## src/rtl/vga_text_render_if.sv

```systemverilog
// Text-buffer and font-ROM access bundle between the character renderer
// (master) and the memories it reads (slave).
interface vga_text_render_if;
  logic        txt_req;
  logic [8:0]  txt_addr;
  logic        txt_ack;
  logic [15:0] txt_data;
  logic [10:0] font_addr;
  logic [7:0]  font_data;

  modport master (
    output txt_req, txt_addr, font_addr,
    input  txt_ack, txt_data, font_data
  );

  modport slave (
    input  txt_req, txt_addr, font_addr,
    output txt_ack, txt_data, font_data
  );
endinterface

```

## src/rtl/vga_text_render.sv

```systemverilog
// Character-cell renderer: fetches the next cell's char/attribute and glyph row
// one cell ahead of the beam, then paints 4x-scaled 8x12 glyphs with IRGB colour.
module vga_text_render #(
  parameter int BLINK_BIT = 5
) (
  input  logic               clk,
  input  logic               rst,
  input  logic [5:0]         x_hi,
  input  logic [4:0]         x_lo,
  input  logic [4:0]         y_hi,
  input  logic [5:0]         y_lo,
  input  logic               hsync_in,
  input  logic               vsync_in,
  input  logic               blank_in,
  vga_text_render_if.master  bus,
  input  logic               cursor_en,
  input  logic [4:0]         cursor_x,
  input  logic [3:0]         cursor_y,
  input  logic               underrun_clr,
  output logic [1:0]         r,
  output logic [1:0]         g,
  output logic [1:0]         b,
  output logic               hsync,
  output logic               vsync,
  output logic               underrun
);

  localparam logic [1:0] ST_IDLE  = 2'd0;
  localparam logic [1:0] ST_TXT   = 2'd1;
  localparam logic [1:0] ST_FONT  = 2'd2;
  localparam logic [1:0] ST_READY = 2'd3;

  logic [1:0]  state_r;
  logic        txt_req_r;
  logic [8:0]  txt_addr_r;
  logic [10:0] font_addr_r;
  logic [7:0]  next_bits_r;
  logic [3:0]  next_fg_r;
  logic [3:0]  next_bg_r;
  logic        next_inv_r;
  logic [7:0]  cur_bits_r;
  logic [3:0]  cur_fg_r;
  logic [3:0]  cur_bg_r;
  logic [5:0]  frame_cnt_r;
  logic        underrun_r;
  logic [1:0]  r_r;
  logic [1:0]  g_r;
  logic [1:0]  b_r;
  logic        hsync_r;
  logic        vsync_r;

  logic        target_ok_s;
  logic [4:0]  target_col_s;
  logic        trigger_s;
  logic        load_s;
  logic        ack_s;
  logic [2:0]  pix_idx_s;
  logic        cursor_hit_s;
  logic        pix_bit_s;
  logic [3:0]  irgb_s;
  logic        vsync_rise_s;
  logic        unused_bits_s;

  assign unused_bits_s = ^{x_lo[1:0], y_lo[1:0]};

  // Fetch scheduling: which cell comes next, when to start, when to swap in
  always_comb begin
    target_ok_s  = (y_hi < 5'd16) && ((x_hi < 6'd31) || (x_hi == 6'd40));
    target_col_s = (x_hi == 6'd40) ? 5'd0 : (x_hi[4:0] + 5'd1);
    trigger_s    = (x_lo == 5'd0) && target_ok_s && (state_r == ST_IDLE);
    load_s       = ((x_lo == 5'd31) && (x_hi < 6'd31)) ||
                   ((x_hi == 6'd41) && (x_lo == 5'd15));
    ack_s        = (state_r == ST_TXT) && bus.txt_ack && !load_s;
    vsync_rise_s = vsync_in && !vsync_r;
  end

  // Font address is presented in the ack cycle so the ROM word lands in FONT
  assign bus.font_addr = ack_s ? {bus.txt_data[6:0], y_lo[5:2]} : font_addr_r;
  assign bus.txt_req   = txt_req_r;
  assign bus.txt_addr  = txt_addr_r;

  // Glyph pixel selection, cursor overlay and colour pick
  always_comb begin
    pix_idx_s    = 3'd7 - x_lo[4:2];
    cursor_hit_s = cursor_en && frame_cnt_r[BLINK_BIT] &&
                   (x_hi == {1'b0, cursor_x}) && (y_hi == {1'b0, cursor_y}) &&
                   (y_lo[5:2] >= 4'd10);
    pix_bit_s    = cur_bits_r[pix_idx_s] ^ cursor_hit_s;
    if (pix_bit_s) begin
      irgb_s = cur_fg_r;
    end else begin
      irgb_s = cur_bg_r;
    end
  end

  // Fetch FSM; a load event always wins over whatever the FSM is doing
  always_ff @(posedge clk) begin
    if (rst) begin
      state_r     <= ST_IDLE;
      txt_req_r   <= 1'b0;
      txt_addr_r  <= 9'd0;
      font_addr_r <= 11'd0;
      next_bits_r <= 8'd0;
      next_fg_r   <= 4'd0;
      next_bg_r   <= 4'd0;
      next_inv_r  <= 1'b0;
      cur_bits_r  <= 8'd0;
      cur_fg_r    <= 4'd0;
      cur_bg_r    <= 4'd0;
    end else if (load_s) begin
      if (state_r == ST_READY) begin
        cur_bits_r <= next_bits_r;
        cur_fg_r   <= next_fg_r;
        cur_bg_r   <= next_bg_r;
      end else begin
        cur_bits_r <= 8'd0;
        cur_fg_r   <= 4'd0;
        cur_bg_r   <= 4'd0;
      end
      state_r   <= ST_IDLE;
      txt_req_r <= 1'b0;
    end else begin
      case (state_r)
        ST_IDLE: begin
          if (trigger_s) begin
            state_r    <= ST_TXT;
            txt_req_r  <= 1'b1;
            txt_addr_r <= {y_hi[3:0], target_col_s};
          end
        end
        ST_TXT: begin
          if (bus.txt_ack) begin
            next_fg_r   <= bus.txt_data[11:8];
            next_bg_r   <= bus.txt_data[15:12];
            next_inv_r  <= bus.txt_data[7];
            font_addr_r <= {bus.txt_data[6:0], y_lo[5:2]};
            txt_req_r   <= 1'b0;
            state_r     <= ST_FONT;
          end
        end
        ST_FONT: begin
          next_bits_r <= bus.font_data ^ {8{next_inv_r}};
          state_r     <= ST_READY;
        end
        ST_READY: begin
          state_r <= ST_READY;
        end
        default: begin
          state_r   <= ST_IDLE;
          txt_req_r <= 1'b0;
        end
      endcase
    end
  end

  // Sticky underrun flag; a new miss beats a simultaneous clear
  always_ff @(posedge clk) begin
    if (rst) begin
      underrun_r <= 1'b0;
    end else if (load_s && (state_r != ST_READY)) begin
      underrun_r <= 1'b1;
    end else if (underrun_clr) begin
      underrun_r <= 1'b0;
    end else begin
      underrun_r <= underrun_r;
    end
  end

  // Frame counter advancing on vsync rising edges, drives the blink phase
  always_ff @(posedge clk) begin
    if (rst) begin
      frame_cnt_r <= 6'd0;
    end else if (vsync_rise_s) begin
      frame_cnt_r <= frame_cnt_r + 6'd1;
    end else begin
      frame_cnt_r <= frame_cnt_r;
    end
  end

  // Output stage: one cycle behind the beam, syncs delayed to match
  always_ff @(posedge clk) begin
    if (rst) begin
      r_r     <= 2'd0;
      g_r     <= 2'd0;
      b_r     <= 2'd0;
      hsync_r <= 1'b0;
      vsync_r <= 1'b0;
    end else begin
      hsync_r <= hsync_in;
      vsync_r <= vsync_in;
      if (blank_in) begin
        r_r <= 2'd0;
        g_r <= 2'd0;
        b_r <= 2'd0;
      end else begin
        r_r <= {irgb_s[2], irgb_s[3]};
        g_r <= {irgb_s[1], irgb_s[3]};
        b_r <= {irgb_s[0], irgb_s[3]};
      end
    end
  end

  assign r        = r_r;
  assign g        = g_r;
  assign b        = b_r;
  assign hsync    = hsync_r;
  assign vsync    = vsync_r;
  assign underrun = underrun_r;

endmodule
```

## src/flat_wrapper.sv

```systemverilog
// flat-port wrapper written by rule: the top's interface ports become plain ports
module vga_text_render_flat 
#(
  parameter int BLINK_BIT = 5
)
  (clk, rst, x_hi, x_lo, y_hi, y_lo, hsync_in, vsync_in, blank_in, cursor_en, cursor_x, cursor_y, underrun_clr, r, g, b, hsync, vsync, underrun, bus_txt_req, bus_txt_addr, bus_font_addr, bus_txt_ack, bus_txt_data, bus_font_data);
  vga_text_render_if bus_i ();
  input  logic clk;
  input  logic rst;
  input  logic [5:0] x_hi;
  input  logic [4:0] x_lo;
  input  logic [4:0] y_hi;
  input  logic [5:0] y_lo;
  input  logic hsync_in;
  input  logic vsync_in;
  input  logic blank_in;
  input  logic cursor_en;
  input  logic [4:0] cursor_x;
  input  logic [3:0] cursor_y;
  input  logic underrun_clr;
  output logic [1:0] r;
  output logic [1:0] g;
  output logic [1:0] b;
  output logic hsync;
  output logic vsync;
  output logic underrun;
  output wire logic [$bits(bus_i.txt_req)-1:0] bus_txt_req;
  output wire logic [$bits(bus_i.txt_addr)-1:0] bus_txt_addr;
  output wire logic [$bits(bus_i.font_addr)-1:0] bus_font_addr;
  input wire logic [$bits(bus_i.txt_ack)-1:0] bus_txt_ack;
  input wire logic [$bits(bus_i.txt_data)-1:0] bus_txt_data;
  input wire logic [$bits(bus_i.font_data)-1:0] bus_font_data;
  assign bus_txt_req = bus_i.txt_req;
  assign bus_txt_addr = bus_i.txt_addr;
  assign bus_font_addr = bus_i.font_addr;
  assign bus_i.txt_ack = bus_txt_ack;
  assign bus_i.txt_data = bus_txt_data;
  assign bus_i.font_data = bus_font_data;
  vga_text_render #(.BLINK_BIT(BLINK_BIT)) u_core (.clk(clk), .rst(rst), .x_hi(x_hi), .x_lo(x_lo), .y_hi(y_hi), .y_lo(y_lo), .hsync_in(hsync_in), .vsync_in(vsync_in), .blank_in(blank_in), .bus(bus_i), .cursor_en(cursor_en), .cursor_x(cursor_x), .cursor_y(cursor_y), .underrun_clr(underrun_clr), .r(r), .g(g), .b(b), .hsync(hsync), .vsync(vsync), .underrun(underrun));
endmodule
```

## config.mk

```make
export PLATFORM = sky130hd
export DESIGN_NAME = vga_text_render_flat
export DESIGN_NICKNAME = d
export VERILOG_FILES = /design/src/rtl/vga_text_render_if.sv /design/src/rtl/vga_text_render.sv /design/src/flat_wrapper.sv
export SDC_FILE = /design/constraint.sdc
export NUM_CORES = 1
export LEC_CHECK = 0
export CAP_MARGIN = 15
export CORE_ASPECT_RATIO = 0.8
export CORE_MARGIN = 2
export CORE_UTILIZATION = 47
export CTS_CLUSTER_SIZE = 25
export DETAILED_ROUTE_END_ITERATION = 16
export GPL_TIMING_DRIVEN = 1
export MAX_ROUTING_LAYER = met4
export PLACE_DENSITY = 0.86
export SLEW_MARGIN = 20
export SYNTH_ARGS = -nofsm -noshare
export SYNTH_HDL_FRONTEND = slang
export SYNTH_SLANG_ARGS = --single-unit
```

## constraint.sdc

```tcl
create_clock -name clk -period 2.28 [get_ports clk]
set_input_delay 0.342 -clock clk [delete_from_list [all_inputs] [get_ports clk]]
set_output_delay 0.342 -clock clk [all_outputs]
set_load 0.02 [all_outputs]
```

==> out/results.tsv <==
metric	value	unit
number of antenna violations at the first check in global routing	0	
height of the die	77.1	um
post-layout instance area	4510	sq um
DRC Markers	0	
Data required, critical path	1.94	ns
sum of negative setup slack	0	ns
top library cells by usage in the layout, fill and taps aside	dfxtp_1 (69), clkdlybuf4s50_1 (67), nor2_1 (39)	
category of the worst setup path capture point	primary output	
capture point of the worst reg-to-reg path	u_core.b[1]	
remaining antenna violation count	0	
Min-Delay Path Class	in2reg	
number of H-tree branching levels	3	
Static Leak	2.00	nW
detailed-placement wirelength estimate	5690	um
standard cell core area	6410	sq um
vias in the first global route	2669	
area growth from synthesis to layout	43.9	%
worst setup slack for register-to-register paths	0.58	ns
Tmin final	2.22	ns
worst-case reg-to-reg path depth	6	
CTS clock-pin slew for the worst setup and hold paths	0.08	ns
unrepaired setup endpoints after global routing	no	
die boundary width	95.3	um
hold path start	x_hi[2]	
run status	complete, no violations	
Avg Vias per Cell	5.21	
highest clock rate	449	MHz
root buffer cell	clkbuf_8	
number of top-level pins	93	
number of CTS-inserted buffers	9	
Reg2Reg Launch Point	u_core.cur_bits_r[5]	
count of vias placed by the detailed router	2625	
number of nets in the final layout	483	
number of storage elements in the synthesis netlist	69	
synthesized area divided by synthesized cell count	10.5	sq um
first-pass GRT wire length	12800	um
Syn Nets	367	
Hold Buf Count CTS	0	
total power density per cell area	551	nW/um^2
drt initial violations	95	
antenna cells	0	
Post-Synthesis Cells	300	
largest clock skew in the final design	0.00782	ns
last weighted congestion value of the routability-driven placer	0.826	
Critical Path Start Type	input pin	
Ys Warns	0	
Rel. slew slack	54.9	%
area of the mapped netlist	3140	sq um
Core Rows	26	
leading cell type in the layout, fill and taps excluded	dfxtp_1	
Worst-Margin Slew	0.675	ns
Tcrit/Tclk final	97.6	%
post-detailed-route wirelength per cell	15.9	um
type of the setup path with the least slack	in2out	
worst skew pair latency	0.35	ns
Min-Delay Endpoint	u_core.bus.txt_addr[2]	
cell area reported after detailed placement	4280	sq um
routed wire length	8000	um
GRT Total Usage	23.5	%
residual overflow from global routing	0	
clock sinks	69	
maximum fanout along the worst path	5	
number of slew-limit violations in the final report	0	
sequential area share after synthesis	44.0	%
CTS tree	done	
pin count of the biggest net entering global routing	24	
Port Buffer Count	90	
worst ir drop on vdd	280	uV
full die area	7350	sq um
max-cap viol count	0	
buffers from clock root to sink, at most	2	
count of distinct cell types in the synthesized netlist	44	
critical path arrival	1.88	ns
Min-Delay Path Depth	3	
share of final-layout standard cells stronger than drive strength 1	21.4	%
count of final hold-check violations	0	
first-pass detailed-route iteration total	4	
total setup violations reported at the end of the flow	0	
initial cell density of the core	48.9	%
critical path, stage by stage:
cell	delay, ns
dlygate4sd2_1	0.28
and4bb_2	0.33
a22oi_4	0.07
o21ai_4	0.22
buf_12	0.15
mux2_2	0.35
buf_6	0.13
stage by stage:
step	util (%)	hold WS, ns	cells	power (mW)	setup slack (ns)
3_5_place_dp	66.8	0.458	485	1.51	-0.737
5_1_grt	70.4	0.386	504	2.58	0.00596
3_3_place_gp	66.8	0.451	485	1.50	-0.682
2_1_floorplan	-	0.440	300	1.34	0.288
4_1_cts	70.6	0.368	504	2.50	0.00728
6_report	70.4	0.362	504	2.49	0.0550
cells by family (layout without fill, tap and decap cells):
| logic type | after synthesis | count (layout) | share of synthesized area [%] |
|---|---|---|---|
| flops | 69 | 69 | 44.0 |
| compound gates | 41 | 41 | 10.6 |
| fa+ha+maj | 4 | 4 | 1.60 |
| buf+inv | 24 | 144 | 4.39 |
| mux | 37 | 37 | 14.8 |
| simple gates | 101 | 101 | 17.9 |
| xor+xnor | 24 | 24 | 6.70 |
where the power goes:
group	switching, mW	internal (mW)
sequential	0.00538	1.21
clock	0.474	0.532
combinational	0.110	0.154
total	0.590	1.90
registers in the layout (all words and copies together), names as in the netlist:
register	count
u_core.b	2
u_core.bus.txt_addr	9
u_core.bus.txt_req	1
u_core.cur_bg_r	4
u_core.cur_bits_r	8
u_core.cur_fg_r	4
u_core.font_addr_r	11
u_core.frame_cnt_r	6
u_core.g	1
u_core.hsync	1
u_core.next_bg_r	4
u_core.next_bits_r	8
u_core.next_fg_r	4
u_core.next_inv_r	1
u_core.r	1
u_core.state_r	2
u_core.underrun	1
u_core.vsync	1
area by class of cell:
class / instances / area [sq um]
multi-input cells: 207 / 1650
clock buffers: 10 / 138
clock inverters: 5 / 60.1
fillers: 468 / 1900
repair buffers: 124 / 1160
well taps: 84 / 105
flip-flops and latches: 69 / 1380
inverters: 5 / 18.8
cells in the mapped netlist, drive strengths merged:
cell,n,area share [%]
a41oi,1,0.28
nor2,40,4.9
and4,1,0.28
nor4,2,0.88
mux2,11,5.0
nand3b,5,1.2
xor2,21,5.9
a22o,16,4.5
nor3,3,0.84
nand4,10,2.5
a211oi,3,0.72
clkbuf,7,0.84
o211ai,1,0.40
nand2,13,1.6
and3,1,0.20
a41o,1,0.32
o21ai,8,1.4
nand3,1,0.16
and4bb,1,0.40
buf,12,3.0
mux2i,24,8.1
xnor2,3,0.84
or3,1,0.20
nand4b,1,0.28
mux4,2,1.7
a21oi,2,0.32
nor2b,21,4.2
or4,1,0.36
dfxtp,69,44
o31ai,4,0.96
ha,4,1.6
o311ai,4,1.1
a22oi,1,0.68
inv,5,0.60
layer usage:
metal	vias to the layer above	wire, um	GRT usage [%]
li1	1289	-	-
met1	1245	3420	27.4
met2	68	4000	37.7
met3	23	368	6.68
met4	0	212	9.86
met5	-	0	-
timing repair:
action,in CTS,in global routing
gates cloned,1,0
gates resized for setup,82,7
pin swaps,6,3
setup buffers,3,1
setup endpoints to repair,11,7
worst max-delay path by stage:
stage	startpoint	endpoint	slack [ns]
3_5_place_dp	x_hi[0]	bus_font_addr[0]	-0.74
3_3_place_gp	x_hi[0]	bus_font_addr[0]	-0.68
2_1_floorplan	x_hi[2]	bus_font_addr[0]	0.29
6_report	x_lo[4]	bus_font_addr[7]	0.06
5_1_grt	x_hi[1]	bus_font_addr[6]	0.006
4_1_cts	x_hi[4]	bus_font_addr[2]	0.007
No activity file was read; power rests on OpenSTA's default activity.
